## src/rtl/sys_arr_result_drain.sv

```systemverilog
// Result drain for the systolic array: captures the M*K accumulator outputs
// on a comp_done rising edge and serialises them row-major onto a
// valid/ready stream. Also reports array error, capture overrun and
// (optionally) NaN presence.
// Optional feature macro: SYS_ARR_DRAIN_NAN_CHECK_EN (enables nan_flag).
module sys_arr_result_drain #(
   parameter int unsigned M  = 2,
   parameter int unsigned K  = 2,
   parameter int unsigned DW = 32
) (
   input  logic                                    clk,
   input  logic                                    nrst,
   input  logic [M*K*DW-1:0]                       res_in,
   input  logic                                    comp_done,
   input  logic                                    error,
   output logic [DW-1:0]                           out_dat,
   output logic                                    out_valid,
   input  logic                                    out_ready,
   output logic [((M*K > 1) ? $clog2(M*K) : 1)-1:0] out_idx,
   output logic                                    out_last,
   output logic                                    busy,
   output logic                                    drain_done,
   output logic                                    err_flag,
   output logic                                    overrun,
   output logic                                    nan_flag
);

   localparam int unsigned N  = M * K;
   localparam int unsigned IW = (N > 1) ? $clog2(N) : 1;
   localparam logic [IW-1:0] LAST = IW'(N - 1);

   typedef enum logic [1:0] {
      IDLE  = 2'd0,
      DRAIN = 2'd1,
      DONE  = 2'd2
   } state_t;

   state_t          state;
   state_t          state_d;
   logic            comp_done_q;
   logic            rise_c;
   logic            cap_c;
   logic [IW-1:0]   idx_d;
   logic [DW-1:0]   dat_d;
   logic [DW-1:0]   buf_q [N];

   assign rise_c = comp_done & ~comp_done_q;

   // State register and comp_done edge-detect history
   always_ff @(posedge clk or negedge nrst) begin
      if (!nrst) begin
         state       <= IDLE;
         comp_done_q <= 1'b0;
      end else begin
         state       <= state_d;
         comp_done_q <= comp_done;
      end
   end

   // Next state, next index and next output data
   always_comb begin
      state_d = state;
      idx_d   = out_idx;
      cap_c   = 1'b0;
      unique case (state)
         IDLE: begin
            if (rise_c) begin
               cap_c   = 1'b1;
               idx_d   = '0;
               state_d = DRAIN;
            end
         end
         DRAIN: begin
            if (out_ready) begin
               if (out_idx == LAST) state_d = DONE;
               else                 idx_d   = out_idx + IW'(1);
            end
         end
         DONE:    state_d = IDLE;
         default: state_d = IDLE;
      endcase
      // On capture the buffer is not yet loaded, so element 0 comes from res_in
      dat_d = cap_c ? res_in[DW-1:0] : buf_q[idx_d];
   end

   // Registered stream outputs and status flags
   always_ff @(posedge clk or negedge nrst) begin
      if (!nrst) begin
         out_dat    <= '0;
         out_valid  <= 1'b0;
         out_idx    <= '0;
         out_last   <= 1'b0;
         busy       <= 1'b0;
         drain_done <= 1'b0;
         err_flag   <= 1'b0;
         overrun    <= 1'b0;
      end else begin
         out_dat    <= dat_d;
         out_valid  <= (state_d == DRAIN);
         out_idx    <= idx_d;
         out_last   <= (state_d == DRAIN) && (idx_d == LAST);
         busy       <= (state_d == DRAIN);
         drain_done <= (state_d == DONE);
         if (cap_c) err_flag <= error;
         if (rise_c && (state != IDLE)) overrun <= 1'b1;
      end
   end

   // Capture buffer, loaded only on an accepted rise in IDLE
   always_ff @(posedge clk or negedge nrst) begin
      if (!nrst) begin
         for (int i = 0; i < int'(N); i++) buf_q[i] <= '0;
      end else if (cap_c) begin
         for (int i = 0; i < int'(N); i++) buf_q[i] <= res_in[i*DW +: DW];
      end
   end

`ifdef SYS_ARR_DRAIN_NAN_CHECK_EN
   logic nan_any_c;

   // NaN = all-ones exponent with a non-zero mantissa
   always_comb begin
      nan_any_c = 1'b0;
      for (int i = 0; i < int'(N); i++) begin
         if ((res_in[i*DW + DW - 2 -: 8] == 8'hFF) && (res_in[i*DW +: DW - 9] != '0))
            nan_any_c = 1'b1;
      end
   end

   // NaN flag sampled at capture, held until the next capture
   always_ff @(posedge clk or negedge nrst) begin
      if (!nrst)      nan_flag <= 1'b0;
      else if (cap_c) nan_flag <= nan_any_c;
   end
`else
   assign nan_flag = 1'b0;
`endif

endmodule

```

## config.mk

```make
export PLATFORM = sky130hd
export DESIGN_NAME = sys_arr_result_drain
export DESIGN_NICKNAME = d
export VERILOG_FILES = /design/src/rtl/sys_arr_result_drain.sv
export SDC_FILE = /design/constraint.sdc
export NUM_CORES = 1
export LEC_CHECK = 0
export BUFFER_PORTS_ARGS = -buffer_cell sky130_fd_sc_hd__buf_2
export CELL_PAD_IN_SITES_DETAIL_PLACEMENT = 1
export CELL_PAD_IN_SITES_GLOBAL_PLACEMENT = 1
export CORE_AREA = 3 3 134 136
export CTS_BUF_LIST = sky130_fd_sc_hd__clkbuf_2
export CTS_CLUSTER_DIAMETER = 60
export DETAILED_ROUTE_END_ITERATION = 16
export DIE_AREA = 0 0 137 139
export GPL_TIMING_DRIVEN = 0
export PLACE_DENSITY = 0.91
export SYNTH_ARGS = -nofsm -noshare
export SYNTH_HDL_FRONTEND = slang
export SYNTH_SLANG_ARGS = --single-unit
```

## constraint.sdc

```tcl
create_clock -name clk -period 1.9 [get_ports clk]
set_input_delay 0.285 -clock clk [delete_from_list [all_inputs] [get_ports clk]]
set_output_delay 0.285 -clock clk [all_outputs]
set_load 0.02 [all_outputs]
```

* After elaboration in Yosys (flattened, before gate mapping)
Index checks and enable logic that the tools add are counted.
** Word-level totals
- Flip-flop bits (word level) :: 170
- Input port bits :: 133
- Output and inout bits :: 41
- Logic and storage cells :: 41
** Operators by class
- Add/subtract/negate cells :: 1
- Magnitude comparators :: 1
- Equal/unequal tests :: 5
- Multiplexer cells :: 14
- Bitwise operators :: 3
- Reduce and logical (&&, ||, !) cells :: 4
** Operators with widths (number)
- 32-bit 2-to-1 mux :: 3
- 32-bit binary-select mux with 2-bit select :: 1
- 2-bit 2-to-1 mux :: 6
- 2-bit one-hot mux with 2 select lines :: 2
- 2-bit == test, second input constant :: 3
- 2-bit by 1-bit == test with 1-bit output, second input constant :: 2
- 3-bit >= comparator, second input constant :: 1
- 2-bit inverter with 3-bit output :: 1
- 2-bit by 1-bit adder with 2-bit output, second input constant :: 1
- 1-bit logical AND :: 2
- 2-bit logical NOT :: 1
- 1-bit 2-to-1 mux :: 2
- 2-bit nonzero test :: 1
- 1-bit bitwise AND :: 1
- 1-bit inverter :: 1

* Logic depth before layout (Yosys ltp)
Gate-level depths: netlist of the first run.
- Word-level depth :: 9
- Gate-level depth with buffers :: 7
- Gate-level depth less buffers :: 5

* Worst setup path before layout of the first run
No wires, ideal clock.
- Path kind :: reg2reg
- From :: register out_idx[0] (netlist name)
- To :: register out_dat[10]
- Arrival :: 1.520 ns
- Slack :: 0.238 ns
- Cell stages (with the launch flop) :: 8
- Buffers on the path :: 2
- Cells stage by stage :: dfrtp_1 > nand2_1 > nor2_1 > a2bb2oi_2 > buf_8 > buf_12 > mux2i_1 > o221ai_1
** On the way
- Longest elaborated chain between the ends :: 9
** RTL lines
- from (decl) :: line 19 : output logic [((M*K > 1) ? $clog2(M*K) : 1)-1:0] out_idx,
- from (signal assigned) :: line 100 : out_idx <= idx_d;
- 2-bit by 1-bit adder with 2-bit output or 2-bit == test (tied branches) :: line 76, 75
- 2-bit 2-to-1 mux :: line 75 : if (out_idx == LAST) state_d = DONE;
- 2-bit 2-to-1 mux :: line 74 : if (out_ready) begin
- 2-bit one-hot mux with 2 select lines (*) :: line 65 : unique case (state)
- 2-bit inverter with 3-bit output (implied by the code) (*) :: line 83 : dat_d = cap_c ? res_in[DW-1:0] : buf_q[idx_d];
- 32-bit binary-select mux with 2-bit select (*) :: line 83
- 32-bit 2-to-1 mux (implied by the code) (*) (2 in a row) :: line 83
- 32-bit 2-to-1 mux (*) :: line 83
- net dat_d[10] :: line 44 : logic [DW-1:0] dat_d;
- to (signal assigned) :: line 98 : out_dat <= dat_d;
- to (decl) :: line 16 : output logic [DW-1:0] out_dat,
The timed path passes the listed nets; every way through them passes the cells marked *. The select of a mux whose other input is x is not followed.
A chain may end at the register's enable or synchronous reset.

* Worst setup path after layout of the first run
- From :: register comp_done_q
- To :: register out_dat[8]
** On the way
- Longest elaborated chain between the ends :: 9
** RTL lines
- from (decl) :: line 40 : logic comp_done_q;
- from (signal assigned) :: line 56 : comp_done_q <= comp_done;
- 1-bit inverter (*) :: line 47 : assign rise_c = comp_done & ~comp_done_q;
- 1-bit bitwise AND (*) :: line 47
- 2-bit 2-to-1 mux :: line 67 : if (rise_c) begin
- 2-bit one-hot mux with 2 select lines :: line 65
- 2-bit inverter with 3-bit output (implied by the code) :: line 83
- 32-bit binary-select mux with 2-bit select :: line 83
- 32-bit 2-to-1 mux (implied by the code) (2 in a row) :: line 83
- 32-bit 2-to-1 mux (*) :: line 83
- net dat_d[8] :: line 44
Marked as above.

==> reports/results.ini, run 1 <==
[logic_synthesis]
synth_edf_count = 0
synth_area_leaders = dfrtp_1 (60%), nand2_1 (21%), mux2i_1 (9.1%), o221ai_1 (4.0%), clkbuf_1 (1.4%)
synth_top_area_cell = dfrtp_1
synth.distinct_cells = 28
ys_warn_count = 0
post-synth-top-area-fraction_pct = 60.3
syn_area_um2 = 7050
seq_area_frac_synth_pct = 60.3
syn_nets = 853
postSynthAreaPerCell_um2 = 9.79
synth_seq_cells = 170
ys_async_sr_fraction_pct = 100
netlist_instances = 720
ys.flop_type = dfrtp_1

[detailed_routing]
drtAntennaViolNets = 0
drt-initial-drc-count = 288
drt-total-wl_mm = 28.8
drc = 0
route.vias.total = 6754
first_pass_iters = 5
vias_per_cell = 5.20
wl_per_cell_um = 22.2

[timing]
worstMarginPinSlew_ns = 0.631
hold_viol_final = 0
worst_slack_ns = -0.0745
finalCriticalPeriod_ns = 1.97
skew_ns = 0.0495
maxSlewViolCount = 0
setup_viol = 5
grt_setup_unrepaired = true
min_period_over_period_pct = 104
maxSlewHeadroom_pct = 57.9
fmax_mhz = 506

[final_layout]
syn2layout_area_growth_pct = 44.1
fill_cells = 1931
final_util_pct = 59.6
drive_above_1_share_pct = 25.7
fin_nets = 1189

[clock_network]
cts_inserted_buffers = 17
clk_latency_ns = 0.74
cts_sinks = 170
clockBufferDepth = 2
clk_pin_slew_ns = 0.26
cts-htree-levels = 4
root_buffer = clkbuf_2
cts_tree = yes

[worst_setup_path]
path_common_cell = buf_12
path_max_fanout = 10
worstSetupEndpointType = flop
crit_required_ns = 2.51
startpoint_type = flop
cp_slowest_cell = dfrtp_1
critical_path.cell_chain = and2b_2 -> o21bai_2 -> a2bb2oi_4 -> buf_12 -> buf_12 -> mux2i_1 -> o221ai_1
arrival_ns = 2.59
critPathBufInv = 2
critPathMaxStageDelay_ns = 0.43
path_delay_family = compound AO/OA/AOI/OAI gates
worst-setup-path-type = reg -> reg

[floorplanning]
io_pins = 174
core.rowCount = 48
core-area_um2 = 17100
die_w_um = 137
start_util_pct = 41.3
die_height_um = 139
die-area_um2 = 19000

[global_routing]
overflow = 0
grt_pass1_vias = 7815
grt_max_degree = 96
grt_pass1_wl_mm = 43.0
antenna_found_initial = 5
grt_usage_pct = 30.0

[placed_design]
gp_congestion = 0.785
dp_hpwl_mm = 15.5
port_buffers = 172
dp_slack_ns = -0.510

[power_and_ir_drop]
power_density_nw_per_um2 = 1610
ir_drop_mv = 0.613
power.leakage_nw = 5.46

[status]
outcome = finished with violations
violations = negative setup slack

[worst_hold_path]
worstHoldPathType = in -> async

[run]
drv_cap = 0

-- cell usage in the layout (no fill, tap or decap), drive strengths merged --
cell,instances
nand3,1
dlygate4sd3,132
o21bai,2
a32oi,1
conb,1
inv,2
o221ai,32
clkbuf,47
diode,6
buf,199
nor2,2
clkinv,8
and3,1
nor2b,3
dfrtp,170
and2b,1
o21ai,1
clkinvlp,2
nand2,393
nor3,1
bufinv,4
a2bb2oi,1
nand2b,1
mux2i,64
-- per-layer routing --
metal / vias to the layer above / share of wire [%] / global-route usage [%] / wire [µm]
li1: 2992 / - / - / -
met1: 3386 / 37 / 33.5 / 10700
met2: 280 / 54 / 54.8 / 15500
met3: 96 / 4.3 / 4.86 / 1240
met4: 0 / 4.5 / 14.3 / 1300
met5: - / 0 / 0 / 0
-- per-stage QoR --
step                      hold WS (ns)  TNS, ns  total power [mW]  std cells  area [µm²]
after floorplan                -0.0106        0              10.5        720        7050
final                           0.0672   -0.106              16.3       1300       10200
after global routing            0.0625    -1.25              17.2       1299       10200
after global placement           0.418  -370.85              12.3       1117        8190
after CTS                       0.0394  -0.0218              15.2       1284        9920
after detailed placement         0.298   -20.06              12.7       1118        8230
-- worst reg2reg max path, stage by stage, from the launching register on --
cell and delay, ns:
dfrtp_1 0.43, and2b_2 0.27, o21bai_2 0.10, a2bb2oi_4 0.24
buf_12 0.17, buf_12 0.16, mux2i_1 0.32, o221ai_1 0.19
-- layout make-up --
cell class,instances,area (µm²),area share (%)
antenna,6,15.0,0.148
clock inverter,14,179,1.76
sequential,170,4260,41.9
timing repair buffer,317,2350,23.2
inverter,2,7.51,0.0739
tap,225,282,2.77
clock buffer,18,90.1,0.887
buffer,43,342,3.36
multi-input combinational,505,2630,25.9
-- repair_timing --
item | 4_1_cts | 5_1_grt
pin swaps | 1 | 1
setup buffers | 2 | 9
hold buffers | 132 | 0
hold endpoints to repair | 299 | 0
endpoints found under the setup margin | 151 | 112
cloned | 0 | 1
gates resized for setup | 35 | 31
-- worst paths after layout --
path | from | end | slack (ns) | cells past startpoint
worst max-delay path | comp_done_q$_DFF_PN0_ | out_dat[8]$_DFF_PN0_ | -0.07 | 7
worst min-delay path | nrst | err_flag$_DFFE_PN0P_ | 0.07 | 2
worst max register to register | comp_done_q$_DFF_PN0_ | out_dat[8]$_DFF_PN0_ | -0.07 | 7
worst min register to register | buf_q[117]$_DFFE_PN0P_ | buf_q[117]$_DFFE_PN0P_ | 0.51 | 2
max in group asynchronous | nrst | buf_q[111]$_DFFE_PN0P_ | 0.91 | 3
min in group clk | comp_done | comp_done_q$_DFF_PN0_ | 0.25 | 2
-- flip-flops by register name, indices dropped and copies added (netlist names) --
name	cells
buf_q	128
busy	1
comp_done_q	1
drain_done	1
err_flag	1
out_dat	32
out_idx	2
out_last	1
overrun	1
state	2
-- logic make-up after synthesis --
logic type / Yosys count / synth area share, %
AO/OA/AOI/OAI: 37 / 4.70
buffers and inverters: 45 / 3.90
flip-flops: 170 / 60.3
multiplexers: 64 / 9.09
other: 1 / 0.0532
AND/OR/NAND/NOR: 403 / 21.9
-- power breakdown --
| part | internal, mW | switching, mW | total [mW] |
|---|---|---|---|
| sequential | 5.31 | 1.12 | 6.43 |
| clock | 0.852 | 1.32 | 2.17 |
| combinational | 3.40 | 4.31 | 7.71 |
-- cells in the mapped netlist (2+ instances only) --
| cell | number |
|---|---|
| nand2_1 | 392 |
| dfrtp_1 | 170 |
| mux2i_1 | 64 |
| o221ai_1 | 32 |
| clkbuf_1 | 27 |
| buf_1 | 5 |
| buf_12 | 5 |
| buf_2 | 2 |
| buf_4 | 2 |
| nor2b_1 | 2 |
| o21bai_1 | 2 |
No activity file was read; power rests on OpenSTA's default activity.
==> inputs of run 2 (changes only) <==
MAX_ROUTING_LAYER = met4   (was default)
==> reports/results.ini, run 2 (synthesis gave the netlist of run 1 again) <==
[final_layout]
final_common_cell = nand2_1  ; unchanged
layout_common_cells = nand2_1 (391), buf_2 (178), dfrtp_1 (168), dlygate4sd3_1 (132), mux2i_1 (52)  ; was nand2_1 (391), buf_2 (177), dfrtp_1 (168), dlygate4sd3_1 (132), mux2i_1 (56)
syn2layout_area_growth_pct = 45.5  ; was 44.1%
largest_register_ffs = 128  ; unchanged
fin_nets = 1189  ; unchanged
top_register = buf_q  ; unchanged
drive_above_1_share_pct = 26.6  ; was 25.7%
top_regs = buf_q x128, out_dat x32  ; unchanged

[timing]
fmax_mhz = 524  ; was 506 MHz
maxSlewViolCount = 0  ; unchanged
min_period_over_period_pct = 101  ; was 104%
setup_viol = 6  ; was 5
maxSlewHeadroom_pct = 58.2  ; was 57.9%
finalCriticalPeriod_ns = 1.91  ; was 1.97 ns
worstMarginPinSlew_ns = 0.626  ; was 0.631 ns
worst_slack_ns = -0.00957  ; was -0.0745 ns
skew_ns = 0.0432  ; was 0.0495 ns
grt_setup_unrepaired = true  ; unchanged
hold_viol_final = 0  ; unchanged

[worst_setup_path]
worst_r2r_startpoint = comp_done_q$_DFF_PN0_  ; unchanged
rr_endpoint = out_dat[19]$_DFF_PN0_  ; was out_dat[8]$_DFF_PN0_
worstSetupEndpointType = flop  ; unchanged
worst-setup-path-type = reg -> reg  ; unchanged
startpoint_type = flop  ; unchanged
ff2ff_setup_slack_ns = -0.01  ; was -0.07 ns
crit_required_ns = 2.52  ; was 2.51 ns
path_max_fanout = 8  ; was 10
arrival_ns = 2.53  ; was 2.59 ns
r2r_cells = 7  ; unchanged

[floorplanning]
core-area_um2 = 17100  ; unchanged
die_w_um = 137  ; unchanged
io_pins = 174  ; unchanged
start_util_pct = 41.3  ; unchanged
core.rowCount = 48  ; unchanged
die_height_um = 139  ; unchanged
die-area_um2 = 19000  ; unchanged

[power_and_ir_drop]
ir_drop_mv = 0.628  ; was 0.613 mV
p_total_mw = 16.7  ; was 16.3 mW
power_density_nw_per_um2 = 1630  ; was 1610 nW/µm²
power.leakage_nw = 5.47  ; was 5.46 nW

[global_routing]
grt_max_degree = 96  ; unchanged
grt_pass1_vias = 7798  ; was 7,815
grt_pass1_wl_mm = 43.0  ; about the same
grt_usage_pct = 30.9  ; was 30.0%
overflow = 0  ; unchanged
antenna_found_initial = 4  ; was 5

[placed_design]
dp_hpwl_mm = 15.5  ; unchanged
port_buffers = 172  ; unchanged
dp_slack_ns = -0.510  ; unchanged
gp_congestion = 0.796  ; was 0.785

[detailed_routing]
vias_per_cell = 5.22  ; was 5.20
route.vias.total = 6786  ; was 6,754
drt-initial-drc-count = 323  ; was 288
drtAntennaViolNets = 0  ; unchanged
drt-total-wl_mm = 29.0  ; was 28.8 mm
drc = 0  ; unchanged
first_pass_iters = 4  ; was 5
wl_per_cell_um = 22.3  ; was 22.2 µm

[clock_network]
cts_sinks = 170  ; unchanged
cts_inserted_buffers = 17  ; unchanged
cts-htree-levels = 4  ; unchanged
clk_pin_slew_ns = 0.27  ; was 0.26 ns
clk_latency_ns = 0.76  ; was 0.74 ns
root_buffer = clkbuf_2  ; unchanged
cts_tree = yes  ; unchanged
clockBufferDepth = 2  ; unchanged

[status]
violations = negative setup slack  ; unchanged
outcome = finished with violations  ; unchanged

[worst_hold_path]
worstHoldPathType = in -> async  ; unchanged

[run]
drv_cap = 0  ; unchanged

-- run 2: cell types whose count changed in the layout (fill, tap and decap cells not counted), moves of 2 or more --
cell	previous run	this run
o221ai_2	1	6
clkbuf_16	1	4
mux2i_2	5	7
mux2i_1	56	52
clkbuf_4	4	2
mux2i_4	3	5
o221ai_1	31	26
-- run 2: worst max path at each step --
stage	startpoint	end	slack, ns	cells past startpoint
2_1_floorplan	out_idx[0]$_DFF_PN0_	out_dat[10]$_DFF_PN0_	0.24	7
3_3_place_gp	nrst	buf_q[19]$_DFFE_PN0P_	-2.10	1
3_5_place_dp	comp_done_q$_DFF_PN0_	out_dat[1]$_DFF_PN0_	-0.51	6
4_1_cts	comp_done_q$_DFF_PN0_	out_dat[18]$_DFF_PN0_	-0.01	6
5_1_grt	comp_done_q$_DFF_PN0_	out_dat[15]$_DFF_PN0_	-0.08	7
6_report	comp_done_q$_DFF_PN0_	out_dat[19]$_DFF_PN0_	-0.01	7
-- run 2: per-stage QoR --
| step | instance area (µm²) | hold WS (ns) | util, % | setup TNS (ns) | cells |
|---|---|---|---|---|---|
| floorplan | 7050 | -0.0106 | - | 0 | 720 |
| global placement | 8190 | 0.418 | 48.0 | -370.85 | 1117 |
| detailed placement | 8230 | 0.298 | 48.2 | -20.06 | 1118 |
| CTS | 9920 | 0.0394 | 58.1 | -0.0218 | 1284 |
| global route | 10300 | 0.0291 | 60.1 | -1.09 | 1298 |
| finish | 10300 | 0.0352 | 60.2 | -0.0298 | 1299 |
-- run 2: final cells by class --
class	instances	area (µm²)
Tap cell	225	282
Fill cell	1912	6800
Clock inverter	14	179
Multi-Input combinational cell	505	2710
Sequential cell	170	4260
Antenna cell	5	12.5
Inverter	2	7.51
Clock buffer	18	90.1
Timing Repair Buffer	317	2390
Buffer	43	335
-- run 2: critical path: stages (launching register included) --
cell,delay [ns]
dfrtp_1,0.44
and2b_2,0.28
o21bai_4,0.08
a2bb2oi_4,0.26
buf_12,0.21
buf_12,0.15
mux2i_4,0.23
o221ai_1,0.14
-- run 2: what timing repair did --
action                                  CTS  global route
hold buffers                            132             0
endpoints found under the setup margin  151           114
gates cloned                              0             4
pin swaps                                 1             8
setup buffers                             2             6
endpoints found under the hold margin   299             0
gates resized for setup                  35            42
-- run 2: routing by layer --
metal | vias to the layer above | wire length, µm | GRT usage, %
met4 | 0 | 1260 | 14.5
li1 | 2996 | - | -
met5 | - | 0 | -
met2 | 262 | 15600 | 54.6
met1 | 3427 | 11000 | 33.8
met3 | 101 | 1140 | 4.50
-- run 2: report_power, final --
part           internal [mW]  switching (mW)  leakage (nW)
registers               5.31            1.14          2.10
clock network          0.853            1.33         0.156
logic                   3.62            4.46          3.22
total                   9.78            6.93          5.47
==> inputs of run 3 (changes only) <==
PLACE_DENSITY = 0.9   (was 0.91)
==> reports/results.ini, run 3 (synthesis gave the netlist of run 1 again) <==
[status]
outcome = finished with violations  ; unchanged
violations = negative setup slack  ; unchanged

[timing]
hold_ws_ns = 0.0444  ; was 0.0352 ns
setup_viol = 2  ; was 6
finalCriticalPeriod_ns = 2.00  ; was 1.91 ns
skew_ns = 0.0380  ; was 0.0432 ns
maxSlewHeadroom_pct = 57.4  ; was 58.2%
fmax_mhz = 499  ; was 524 MHz
hold_viol_final = 0  ; unchanged
grt_setup_unrepaired = true  ; unchanged
min_period_over_period_pct = 105  ; was 101%
maxSlewViolCount = 0  ; unchanged
worst_slack_ns = -0.102  ; was -0.00957 ns
worstMarginPinSlew_ns = 0.639  ; was 0.626 ns

[worst_setup_path]
startpoint_type = flop  ; unchanged
crit_required_ns = 2.51  ; was 2.52 ns
critPathMaxStageDelay_ns = 0.43  ; was 0.44 ns
path_max_fanout = 10  ; was 8
worst-setup-path-type = reg -> reg  ; unchanged
arrival_ns = 2.61  ; was 2.53 ns
ff2ff_setup_slack_ns = -0.10  ; was -0.01 ns
critical_path.cell_chain = and2b_2 -> o21bai_1 -> a2bb2oi_2 -> buf_8 -> buf_12 -> mux2i_1 -> o221ai_1  ; was and2b_2 -> o21bai_4 -> a2bb2oi_4 -> buf_12 -> buf_12 -> mux2i_4 -> o221ai_1
cp_slowest_cell = dfrtp_1  ; unchanged
r2r_cells = 7  ; unchanged
worstSetupEndpointType = flop  ; unchanged

[floorplanning]
start_util_pct = 41.3  ; unchanged
die-area_um2 = 19000  ; unchanged
io_pins = 174  ; unchanged
core-area_um2 = 17100  ; unchanged
core.rowCount = 48  ; unchanged
die_height_um = 139  ; unchanged
die_w_um = 137  ; unchanged

[detailed_routing]
drtAntennaViolNets = 0  ; unchanged
drc = 0  ; unchanged
first_pass_iters = 4  ; unchanged
wl_per_cell_um = 22.5  ; was 22.3 µm
drt-total-wl_mm = 29.0  ; about the same
route.vias.total = 6841  ; was 6,786
vias_per_cell = 5.29  ; was 5.22
drt-initial-drc-count = 314  ; was 323

[placed_design]
place_area_um2 = 8230  ; unchanged
port_buffers = 172  ; unchanged
gp_congestion = 0.783  ; was 0.796
dp_hpwl_mm = 15.7  ; was 15.5 mm
dp_slack_ns = -0.411  ; was -0.510 ns

[final_layout]
layout_common_cells = nand2_1 (391), buf_2 (179), dfrtp_1 (168), dlygate4sd3_1 (132), mux2i_1 (49)  ; was nand2_1 (391), buf_2 (178), dfrtp_1 (168), dlygate4sd3_1 (132), mux2i_1 (52)
top_register = buf_q  ; unchanged
largest_register_ffs = 128  ; unchanged
final_area_um2 = 10100  ; was 10,300 µm²
fill_cells = 1928  ; was 1,912
final_common_cell = nand2_1  ; unchanged
top_regs = buf_q x128, out_dat x32  ; unchanged
final_util_pct = 59.4  ; was 60.2%
fin_nets = 1183  ; was 1,189
drive_above_1_share_pct = 26.2  ; was 26.6%
syn2layout_area_growth_pct = 43.7  ; was 45.5%

[clock_network]
clk_latency_ns = 0.75  ; was 0.76 ns
root_buffer = clkbuf_2  ; unchanged
clockBufferDepth = 2  ; unchanged
cts_tree = yes  ; unchanged
cts_inserted_buffers = 17  ; unchanged
cts_sinks = 170  ; unchanged
clk_pin_slew_ns = 0.28  ; was 0.27 ns
cts-htree-levels = 4  ; unchanged

[global_routing]
grt_usage_pct = 31.3  ; was 30.9%
overflow = 0  ; unchanged
grt-busiest-layer = met2  ; unchanged
use_met1_pct = 34.4  ; was 33.8%
grt_pass1_vias = 7768  ; was 7,798
grt_max_degree = 95  ; was 96
grt_pass1_wl_mm = 43.5  ; was 43.0 mm
grtUsageMet2_pct = 53.0  ; was 54.6%
gr-usage-met3_pct = 5.59  ; was 4.50%
antenna_found_initial = 3  ; was 4

[power_and_ir_drop]
p_total_mw = 16.5  ; was 16.7 mW
power_density_nw_per_um2 = 1620  ; was 1630 nW/µm²
power.leakage_nw = 5.40  ; was 5.47 nW
ir_drop_mv = 0.724  ; was 0.628 mV

[run]
drv_cap = 0  ; unchanged

[worst_hold_path]
worstHoldPathType = in -> async  ; unchanged

run 3: final cells by class:
class	instances	area (µm²)	share of cell area (%)
sequential	170	4260	42.0
multi-input combinational	505	2690	26.5
timing repair buffer	312	2270	22.4
buffer	42	304	3.00
tap	225	282	2.78
clock inverter	14	220	2.17
clock buffer	18	90.1	0.889
antenna	4	10.0	0.0988
inverter	2	7.51	0.0741
run 3: worst paths after layout:
| kind | end | start |
|---|---|---|
| hold reg to reg | buf_q[76]$_DFFE_PN0P_ | buf_q[76]$_DFFE_PN0P_ |
| max in group asynchronous | buf_q[114]$_DFFE_PN0P_ | nrst |
| hold / removal | out_dat[0]$_DFF_PN0_ | nrst |
| setup reg to reg | out_dat[27]$_DFF_PN0_ | comp_done_q$_DFF_PN0_ |
| setup / recovery | out_dat[27]$_DFF_PN0_ | comp_done_q$_DFF_PN0_ |
| min in group clk | comp_done_q$_DFF_PN0_ | comp_done |
run 3: metal layers:
layer / share of wire (%) / vias to the layer above
met5: 0 / -
met4: 5.1 / 0
met3: 4.7 / 98
met2: 53 / 293
met1: 37 / 3468
li1: - / 2982
run 3: repair_timing:
action | CTS | global route
setup buffers | 5 | 2
endpoints found under the setup margin | 160 | 133
endpoints found under the hold margin | 288 | 0
pin swaps | 1 | 2
gates resized for setup | 31 | 38
hold buffers | 132 | 0
run 3: where the power goes:
group	switching, mW	total [mW]	leakage (nW)	internal, mW
combinational	4.38	7.62	3.13	3.24
clock	1.38	2.39	0.174	1.01
sequential	1.13	6.44	2.10	5.31
run 3: critical path, delay by kind of cell, from the launching register on:
family                 cells  cell delay, ns
muxes                      1            0.32
buffers and inverters      2            0.36
AOI/OAI and AO/OA          3            0.50
and+or+nand+nor            1            0.25
DFF                        1            0.43
run 3: metrics by stage:
| step | TNS [ns] | cells |
|---|---|---|
| final | -0.107 | 1292 |
| after global routing | -0.402 | 1291 |
| after CTS | 0 | 1287 |
| after detailed placement | -19.37 | 1118 |
| after global placement | -362.55 | 1117 |
| after floorplan | 0 | 720 |
